**config.mk**
```make
export PLATFORM = sky130hd
export DESIGN_NAME = classify_stage
export DESIGN_NICKNAME = d
export VERILOG_FILES = /design/src/rtl/classify_stage.sv
export SDC_FILE = /design/constraint.sdc
export NUM_CORES = 1
export LEC_CHECK = 0
export BUFFER_PORTS_ARGS = -buffer_cell sky130_fd_sc_hd__buf_2
export CAP_MARGIN = 20
export CORE_ASPECT_RATIO = 1.75
export CORE_MARGIN = 10
export CORE_UTILIZATION = 49
export CTS_BUF_LIST = sky130_fd_sc_hd__clkbuf_16
export DETAILED_ROUTE_END_ITERATION = 6
export HOLD_SLACK_MARGIN = 0.12
export PLACE_DENSITY = 0.76
export SYNTH_ARGS = -nofsm -noshare
export SYNTH_HDL_FRONTEND = slang
export SYNTH_SLANG_ARGS = --single-unit
```
**constraint.sdc**
```tcl
create_clock -name clk -period 2.6 [get_ports clk]
set_input_delay 0.26 -clock clk [delete_from_list [all_inputs] [get_ports clk]]
set_output_delay 0.26 -clock clk [all_outputs]
set_load 0.02 [all_outputs]
```
**src/rtl/classify_stage.sv**
```systemverilog
// Decode-stage instruction classifier: combinational MIPS-subset decode feeding a
// 2-entry elastic buffer (main + skid) with flush, plus saturating per-class counters.
module classify_stage #(
  parameter int PC_WIDTH  = 32,
  parameter int CNT_WIDTH = 16
) (
  input  logic                 clk,
  input  logic                 rst,
  input  logic                 in_valid,
  output logic                 in_ready,
  input  logic [31:0]          in_instr,
  input  logic [PC_WIDTH-1:0]  in_pc,
  input  logic                 flush,
  output logic                 out_valid,
  input  logic                 out_ready,
  output logic [31:0]          out_instr,
  output logic [PC_WIDTH-1:0]  out_pc,
  output logic [1:0]           out_class,
  output logic                 out_is_branch,
  output logic                 out_is_load,
  output logic                 out_is_store,
  output logic                 out_is_jump,
  output logic                 out_is_trap,
  input  logic                 cnt_clear,
  output logic [CNT_WIDTH-1:0] cnt_r,
  output logic [CNT_WIDTH-1:0] cnt_i,
  output logic [CNT_WIDTH-1:0] cnt_j,
  output logic [CNT_WIDTH-1:0] cnt_illegal
);

  localparam logic [1:0] EMPTY = 2'd0;
  localparam logic [1:0] ONE   = 2'd1;
  localparam logic [1:0] TWO   = 2'd2;

  localparam logic [1:0] C_R   = 2'b00;
  localparam logic [1:0] C_I   = 2'b01;
  localparam logic [1:0] C_J   = 2'b10;
  localparam logic [1:0] C_ILL = 2'b11;

  // Entry layout: {instr, pc, class[1:0], branch, load, store, jump, trap}
  localparam int EW = 32 + PC_WIDTH + 7;

  logic [1:0]    state_q, state_d;
  logic [EW-1:0] main_q, main_d;
  logic [EW-1:0] skid_q, skid_d;
  logic [3:0][CNT_WIDTH-1:0] cnt_q, cnt_d;

  logic [6:0]    dec;
  logic [EW-1:0] in_ent;
  logic          accept, fire;

  function automatic logic [6:0] decode(input logic [5:0] op, input logic [4:0] rt,
                                        input logic [5:0] fn);
    logic [1:0] cls;
    logic br, ld, st, jp, tr;
    cls = C_ILL;
    br = 1'b0; ld = 1'b0; st = 1'b0; jp = 1'b0; tr = 1'b0;
    case (op)
      6'h00: begin
        case (fn)
          6'h00, 6'h03, 6'h10, 6'h12, 6'h1A, 6'h21, 6'h23: cls = C_R;
          6'h08:        begin cls = C_R; jp = 1'b1; end
          6'h0C, 6'h0D: begin cls = C_R; tr = 1'b1; end
          default: ;
        endcase
      end
      6'h01: if (rt == 5'h00 || rt == 5'h01) begin cls = C_I; br = 1'b1; end
      6'h04, 6'h05:        begin cls = C_I; br = 1'b1; end
      6'h09, 6'h0D, 6'h0F: cls = C_I;
      6'h23:               begin cls = C_I; ld = 1'b1; end
      6'h28, 6'h2B:        begin cls = C_I; st = 1'b1; end
      6'h02, 6'h03:        begin cls = C_J; jp = 1'b1; end
      default: ;
    endcase
    return {cls, br, ld, st, jp, tr};
  endfunction

  assign dec    = decode(in_instr[31:26], in_instr[20:16], in_instr[5:0]);
  assign in_ent = {in_instr, in_pc, dec};

  // Both handshake outputs derive from the registered state only.
  assign in_ready  = (state_q != TWO);
  assign out_valid = (state_q != EMPTY);
  assign accept    = in_valid && in_ready && !flush;
  assign fire      = out_valid && out_ready;

  always_comb begin
    state_d = state_q;
    main_d  = main_q;
    skid_d  = skid_q;
    if (flush) begin
      state_d = EMPTY;
    end else begin
      case (state_q)
        EMPTY: if (accept) begin main_d = in_ent; state_d = ONE; end
        ONE: begin
          case ({accept, fire})
            2'b10:   begin skid_d = in_ent; state_d = TWO; end
            2'b11:   main_d = in_ent;
            2'b01:   state_d = EMPTY;
            default: ;
          endcase
        end
        TWO: if (fire) begin main_d = skid_q; state_d = ONE; end
        default: state_d = EMPTY;
      endcase
    end
  end

  always_comb begin
    for (int k = 0; k < 4; k++) begin
      cnt_d[k] = cnt_q[k];
      if (cnt_clear)
        cnt_d[k] = '0;
      else if (fire && !flush && out_class == 2'(k) && cnt_q[k] != '1)
        cnt_d[k] = cnt_q[k] + 1'b1;
    end
  end

  always_ff @(posedge clk) begin
    if (rst) begin
      state_q <= EMPTY;
      main_q  <= '0;
      skid_q  <= '0;
      cnt_q   <= '0;
    end else begin
      state_q <= state_d;
      main_q  <= main_d;
      skid_q  <= skid_d;
      cnt_q   <= cnt_d;
    end
  end

  assign {out_instr, out_pc, out_class, out_is_branch, out_is_load,
          out_is_store, out_is_jump, out_is_trap} = main_q;

  assign cnt_r       = cnt_q[0];
  assign cnt_i       = cnt_q[1];
  assign cnt_j       = cnt_q[2];
  assign cnt_illegal = cnt_q[3];

endmodule

```
==> results.md, run 1 <==
* Num Clock Sinks at 208
* Layout overhead on the synthesized area at 28.7%
* #FFs+latches synth at 208
* Largest net degree at the start of global routing at 146
* Main synth FF type: dfxtp_1
* Tot GR Track Use at 0.207
* Crit path DAT at 2.12 ns
* Synth area leader: dfxtp_1
* Critical R2R Launch: state_q[0]$_SDFFE_PP0P_
* DRC errors left at 0
* Cells after DPL at 1523
* Post-synth EDFFs at 0
* Reg2Reg Depth at 10
* Part of the cycle the worst path needs at 0.915
* TritonRoute pass-1 iters at 5
* DIE HEIGHT at 200 um
* Via-to-Cell Ratio at 5.53
* Final setup fails at 0
* RSZ-0062 raised after global routing: no
* Worst Max-Slew Pin Slew at 0.855 ns
* Post-Layout Inst Area at 0.0116 mm^2
* Final worst setup slack at 0.222 ns
* DP Worst Slack at 0.319 ns
* Port Buffers at 206
* FP Rows at 65
* Top-count cell post-synth: nand2_1
* First-pass GRT wire length at 42700 um
* DR iter-0 viols at 549
* Register area share after synthesis at 0.460
* Footprint of the multi-input gates at 0.00457 mm^2
* YS warnings at 0
* Layout Skew at 0.0141 ns
* Share of layout cells above drive strength 1 at 0.201
* Max-capacitance violation count at 0
* Post-cts hold buffer count at 67
* R2r setup slk at 0.27 ns
* Outcome: finished, final reports clean
* CP max FO at 72
* Synthesized area at 0.00905 mm^2
* Post-Place Cell Area at 0.0103 mm^2
* Ports at 207
* DIE AREA at 0.0245 mm^2
* Post-DP HPWL at 17500 um
* Clk_lat worst skew at 0.49 ns
* Peak supply drop at 408 uV
* Overflow after GRT at 0
* Fin nets at 1455
* Filler cells at 1526
* Async S/R FF share, synth at 0
* Min Tclk post-route at 2.38 ns
* Number of gates resized after CTS at 0
* Worst-path clk slew at 0.07 ns
* Synth Area per Inst at 7.95 um^2
* CTS Buffer Depth at 3
* Crit end category: primary output
* Via count at 9005
* Syn_nets at 1216
* Synthesized instance count at 1139
* Worst EP required at 2.34 ns
* CP startpoint kind: flop
* Hold Crit Class: in2reg
* Worst Setup SP: state_q[0]$_SDFFE_PP0P_
* Sum Neg Setup Slack at 0 ns
* Top post-synthesis cells by area: dfxtp_1, nand2_1, a311oi_1
* Pwr dens at 584 mW/mm^2
* Synth top area share at 0.460
* Crit path kind: reg2out
* Buffer count from post-CTS setup fixing at 0
* Leak at 4.58 nW
* Htree depth at 1
* GPL Wtd Cong at 0.817
* Critical Path End: in_ready
* CTS Buf Count at 20
* Final Hold Fails at 0
* Wire length per cell at 16.4 um
* Core ar. at 0.0181 mm^2
* Antenna violations before repair at 2
* Max Freq at 0.421 GHz
* CTS tree: built
* WL final at 26700 um
* Initial Util at 0.499
* Root buffer cell: clkbuf_16
* Die X-Extent at 123 um
* Final non-filler cell total at 1628
* Synth top cells by count: nand2_1, dfxtp_1, nor2_1
* Final ANT Viol Nets at 0
* Slew headroom at 0.430
* RR Endpoint: main_q[25]$_SDFFE_PP0P_
* Max-slew violation count at 0
* Distinct cells, synth at 59
* Register area at 0.00416 mm^2
* Vias in the first global route at 8693
==> worst max-delay path: stages, from the launching register on <==
cell	delay (ns)
dfxtp_1	0.52
nor2b_4	0.07
inv_2	0.06
buf_4	0.65
buf_2	0.30
==> placed cells by master (no fill, tap or decap), types with 3 or more instances in the layout <==
cell type,synthesis,layout
buf_12,0,6
o21ai_0,15,15
nand2b_1,4,4
xor2_1,24,24
clkinv_2,0,5
clkbuf_16,0,21
or4_1,6,6
nor3_1,9,9
a2111oi_0,3,3
clkinvlp_4,0,3
a21oi_1,100,100
nor2_1,131,131
o211ai_1,12,12
mux2i_1,7,7
xnor2_1,11,11
o31ai_1,5,5
buf_4,0,16
nand4_1,21,21
inv_1,12,15
ha_1,7,7
and3_1,14,13
and4_1,7,7
dlygate4sd3_1,0,67
nor4_1,7,7
or2_2,5,5
o2111ai_1,4,4
a211oi_1,10,10
buf_2,9,205
nand3_1,19,18
dfxtp_1,208,208
nand2_1,298,298
a311oi_1,71,71
or3_1,15,15
==> stage by stage <==
stage	utilization	hold WS (ns)	power (mW)
after floorplan	-	0.339	3.72
after detailed placement	0.570	0.447	3.97
after global placement	0.570	0.440	3.96
final	0.642	0.192	6.80
after global routing	0.642	0.205	7.04
after CTS	0.642	0.177	6.87
==> area by class of cell <==
class                      instances  area share
antenna                            2    0.000430
timing repair buffer             294       0.166
clock buffer                      21      0.0451
inverter                          13     0.00419
clock inverter                    15     0.00903
multi-input combinational        841       0.392
tap                              234      0.0251
sequential                       208       0.358
==> cells by family after synthesis <==
kind of cell,after synthesis,synth area share
and+or+nand+nor,555,0.272
AOI/OAI and AO/OA,237,0.178
buffers and inverters,90,0.0386
muxes,7,0.00774
xor gates and xnor gates,35,0.0339
adders and majority gates,7,0.00968
DFF,208,0.460
==> how the worst min path moves through the flow <==
stage / end / from / cells after the start / slack [ns]
after floorplan: state_q[0]$_SDFFE_PP0P_ / flush / 1 / 0.34
after global placement: skid_q[0]$_SDFFE_PP0P_ / skid_q[0]$_SDFFE_PP0P_ / 2 / 0.44
after detailed placement: skid_q[33]$_SDFFE_PP0P_ / skid_q[33]$_SDFFE_PP0P_ / 2 / 0.45
after CTS: state_q[1]$_SDFFE_PP0P_ / out_ready / 4 / 0.18
after global routing: state_q[1]$_SDFFE_PP0P_ / out_ready / 4 / 0.20
final: state_q[1]$_SDFFE_PP0P_ / out_ready / 4 / 0.19
==> metal layers <==
layer  global-route usage  part of all wire  up-vias
met2                0.371              0.51      303
met1                0.235              0.38     4195
li1                     -                 -     4459
met5                    0                 0        -
met3               0.0425             0.076       48
met4               0.0754             0.028        0
==> state kept, by name, indices dropped and copies added, names as in the netlist <==
name and count:
main_q 71, skid_q 71, cnt_i 16, cnt_illegal 16, cnt_j 16, cnt_r 16, state_q 2
==> report_power, final <==
part	switching [mW]	internal [mW]
clock	1.25	1.57
combinational	0.391	0.267
sequential	0.0520	3.27
total	1.70	5.11
(Power assumes the default switching activity.)
==> run 2, diff against run 1 <==
--- a/config.mk
+++ b/config.mk
@@ -9,11 +9,10 @@
 export CAP_MARGIN = 20
 export CORE_ASPECT_RATIO = 1.75
 export CORE_MARGIN = 10
-export CORE_UTILIZATION = 49
+export CORE_UTILIZATION = 25
 export CTS_BUF_LIST = sky130_fd_sc_hd__clkbuf_16
 export DETAILED_ROUTE_END_ITERATION = 6
 export HOLD_SLACK_MARGIN = 0.12
-export PLACE_DENSITY = 0.76
 export SYNTH_ARGS = -nofsm -noshare
 export SYNTH_HDL_FRONTEND = slang
 export SYNTH_SLANG_ARGS = --single-unit
==> run 2 against run 1 <==
  * First-iteration DRC count down 1.6%
  * Global-route usage down 7.7 points
  * Critical path depth unchanged
  * Utilization down 31 points
  * Fmax down 2.6%
  * Via count up 0.40%
  * Worst setup slack worse by 0.063 ns
  * Final cell count up 15%
  * Count of clock-buffer cells in the layout up 2
  * Critical endpoint unchanged
  * Largest power group unchanged
  * Sequential cell count unchanged
==> results.md, run 2 (same netlist as run 1, synthesis figures left out) <==
* CP bufs+invs at 3
* Pwr dens at 590 mW/mm^2
* Max Freq at 0.410 GHz
* Layout Skew at 0.00664 ns
* Sequential share of power at 0.466
* Ports at 207
* Slew headroom at 0.383
* Sum Neg Setup Slack at 0 ns
* Port Buffers at 206
* Crit path kind: reg2out
* Post-Layout Inst Area at 0.0121 mm^2
* Commonest non-fill, non-tap cell in the layout: nand2_1
* DIE HEIGHT at 272 um
* Switch Pwr at 1.79 mW
* Via count at 9041
* Post-DP HPWL at 20200 um
* WL final at 30100 um
* Share of layout cells above drive strength 1 at 0.203
* Crit end category: primary output
* Max-slew violation count at 0
* Max-capacitance violation count at 0
* Worst-path clk slew at 0.06 ns
* Num Clock Sinks at 208
* Vias in the first global route at 8925
* CP startpoint kind: flop
* Peak supply drop at 461 uV
* CTS tree: built
* Part of the cycle the worst path needs at 0.939
* Die X-Extent at 164 um
* Initial Util at 0.252
* CTS Buf Count at 22
* Comb pwr share at 0.095
* Worst EP required at 2.34 ns
* Slowest stage delay, CP at 0.68 ns
* GPL Wtd Cong at 0.804
* First-pass GRT wire length at 47800 um
* Clk_lat worst skew at 0.51 ns
* Crit path DAT at 2.18 ns
* Wire length per cell at 16.1 um
* Leak at 4.67 nW
* DP Worst Slack at 0.0923 ns
* Clock power share at 0.439
* Root buffer cell: clkbuf_16
* RSZ-0062 raised after global routing: no
* Final setup fails at 0
* Min Tclk post-route at 2.44 ns
* DR iter-0 viols at 540
* Final worst setup slack at 0.159 ns
* Fin nets at 1463
* Crit path max-delay family: buffers and inverters
* Via-to-Cell Ratio at 4.83
* Most frequent cells in the layout: nand2_1, dfxtp_1, buf_2, nor2_1, a21oi_1
* Hold Crit Class: in2reg
* CP max FO at 72
* DIE AREA at 0.0445 mm^2
* Layout overhead on the synthesized area at 33.5%
* Overflow after GRT at 0
* Antenna violations before repair at 0
* Top Registers: main_q: 71 flops, skid_q: 71 flops
* Largest net degree at the start of global routing at 141
* CTS Buffer Depth at 3
* Outcome: finished, final reports clean
* Worst Max-Slew Pin Slew at 0.926 ns
* Critical-path cell list: nor2b_4 -> inv_2 -> buf_4 -> buf_2
* DRC errors left at 0
* Final Hold Fails at 0
* Tot GR Track Use at 0.130
* Cell internal pwr at 5.34 mW
* Net Sw Frac at 0.251
* FP Rows at 92
* Core ar. at 0.0359 mm^2
* Htree depth at 1
* Crit path max-delay cell type: buf_4
* TritonRoute pass-1 iters at 5
* Final ANT Viol Nets at 0
* Post-Place Cell Area at 0.0106 mm^2
[run 2: through the flow]
step / std cells / total power [mW] / hold WS, ns / utilization
5_1_grt: 1870 / 7.45 / 0.185 / 0.336
4_1_cts: 1867 / 7.27 / 0.139 / 0.335
3_5_place_dp: 1759 / 3.99 / 0.447 / 0.296
3_3_place_gp: 1759 / 3.98 / 0.441 / 0.296
6_report: 1871 / 7.13 / 0.178 / 0.336
2_1_floorplan: 1139 / 3.72 / 0.339 / -
[run 2: final cells by class]
type | instances | area, um^2
Antenna cell | 1 | 2.50
Clock buffer | 23 | 576
Clock inverter | 15 | 120
Fill cell | 3760 | 23800
Inverter | 13 | 48.8
Multi-Input combinational cell | 841 | 4570
Sequential cell | 208 | 4160
Tap cell | 470 | 588
Timing Repair Buffer | 300 | 2010
[run 2: path summary, 6_finish.rpt]
| check | startpoint | endpoint | slack [ns] | cells after the start |
|---|---|---|---|---|
| hold reg to reg | skid_q[66]$_SDFFE_PP0P_ | skid_q[66]$_SDFFE_PP0P_ | 0.45 | 2 |
| hold / removal | in_valid | state_q[0]$_SDFFE_PP0P_ | 0.18 | 5 |
| setup reg to reg | state_q[0]$_SDFFE_PP0P_ | main_q[5]$_SDFFE_PP0P_ | 0.30 | 11 |
| setup / recovery | state_q[0]$_SDFFE_PP0P_ | in_ready | 0.16 | 4 |
[run 2: per-layer routing]
metal	track usage	vias to the layer above	part of all wire
li1	-	4478	-
met1	0.141	4275	0.39
met2	0.240	235	0.52
met3	0.0270	53	0.064
met4	0.0484	0	0.027
met5	0	-	0
[run 2: repair_timing]
item | 4_1_cts | 5_1_grt
endpoints found under the hold margin | 131 | 0
gates resized for setup | 0 | 0
endpoints found under the setup margin | 0 | 63
setup buffers | 0 | 3
hold buffers | 70 | 0
[run 2: worst reg2reg max path, stage by stage, from the launching register on]
cell and delay (ns):
dfxtp_1 0.41, nor2_2 0.28, inv_1 0.12, nand2_1 0.10, inv_1 0.06, ha_1 0.20
nand2_1 0.11, a21oi_4 0.07, buf_12 0.15, buf_4 0.15, and3_1 0.17, a2111oi_0 0.35
[run 2: power groups by stage]
stage	sequential [mW]	combinational, mW	clock, mW
2_1_floorplan	3.48	0.242	0
5_1_grt	3.33	0.742	3.38
6_report	3.32	0.677	3.13
3_3_place_gp	3.40	0.585	0
3_5_place_dp	3.40	0.596	0
4_1_cts	3.33	0.678	3.27
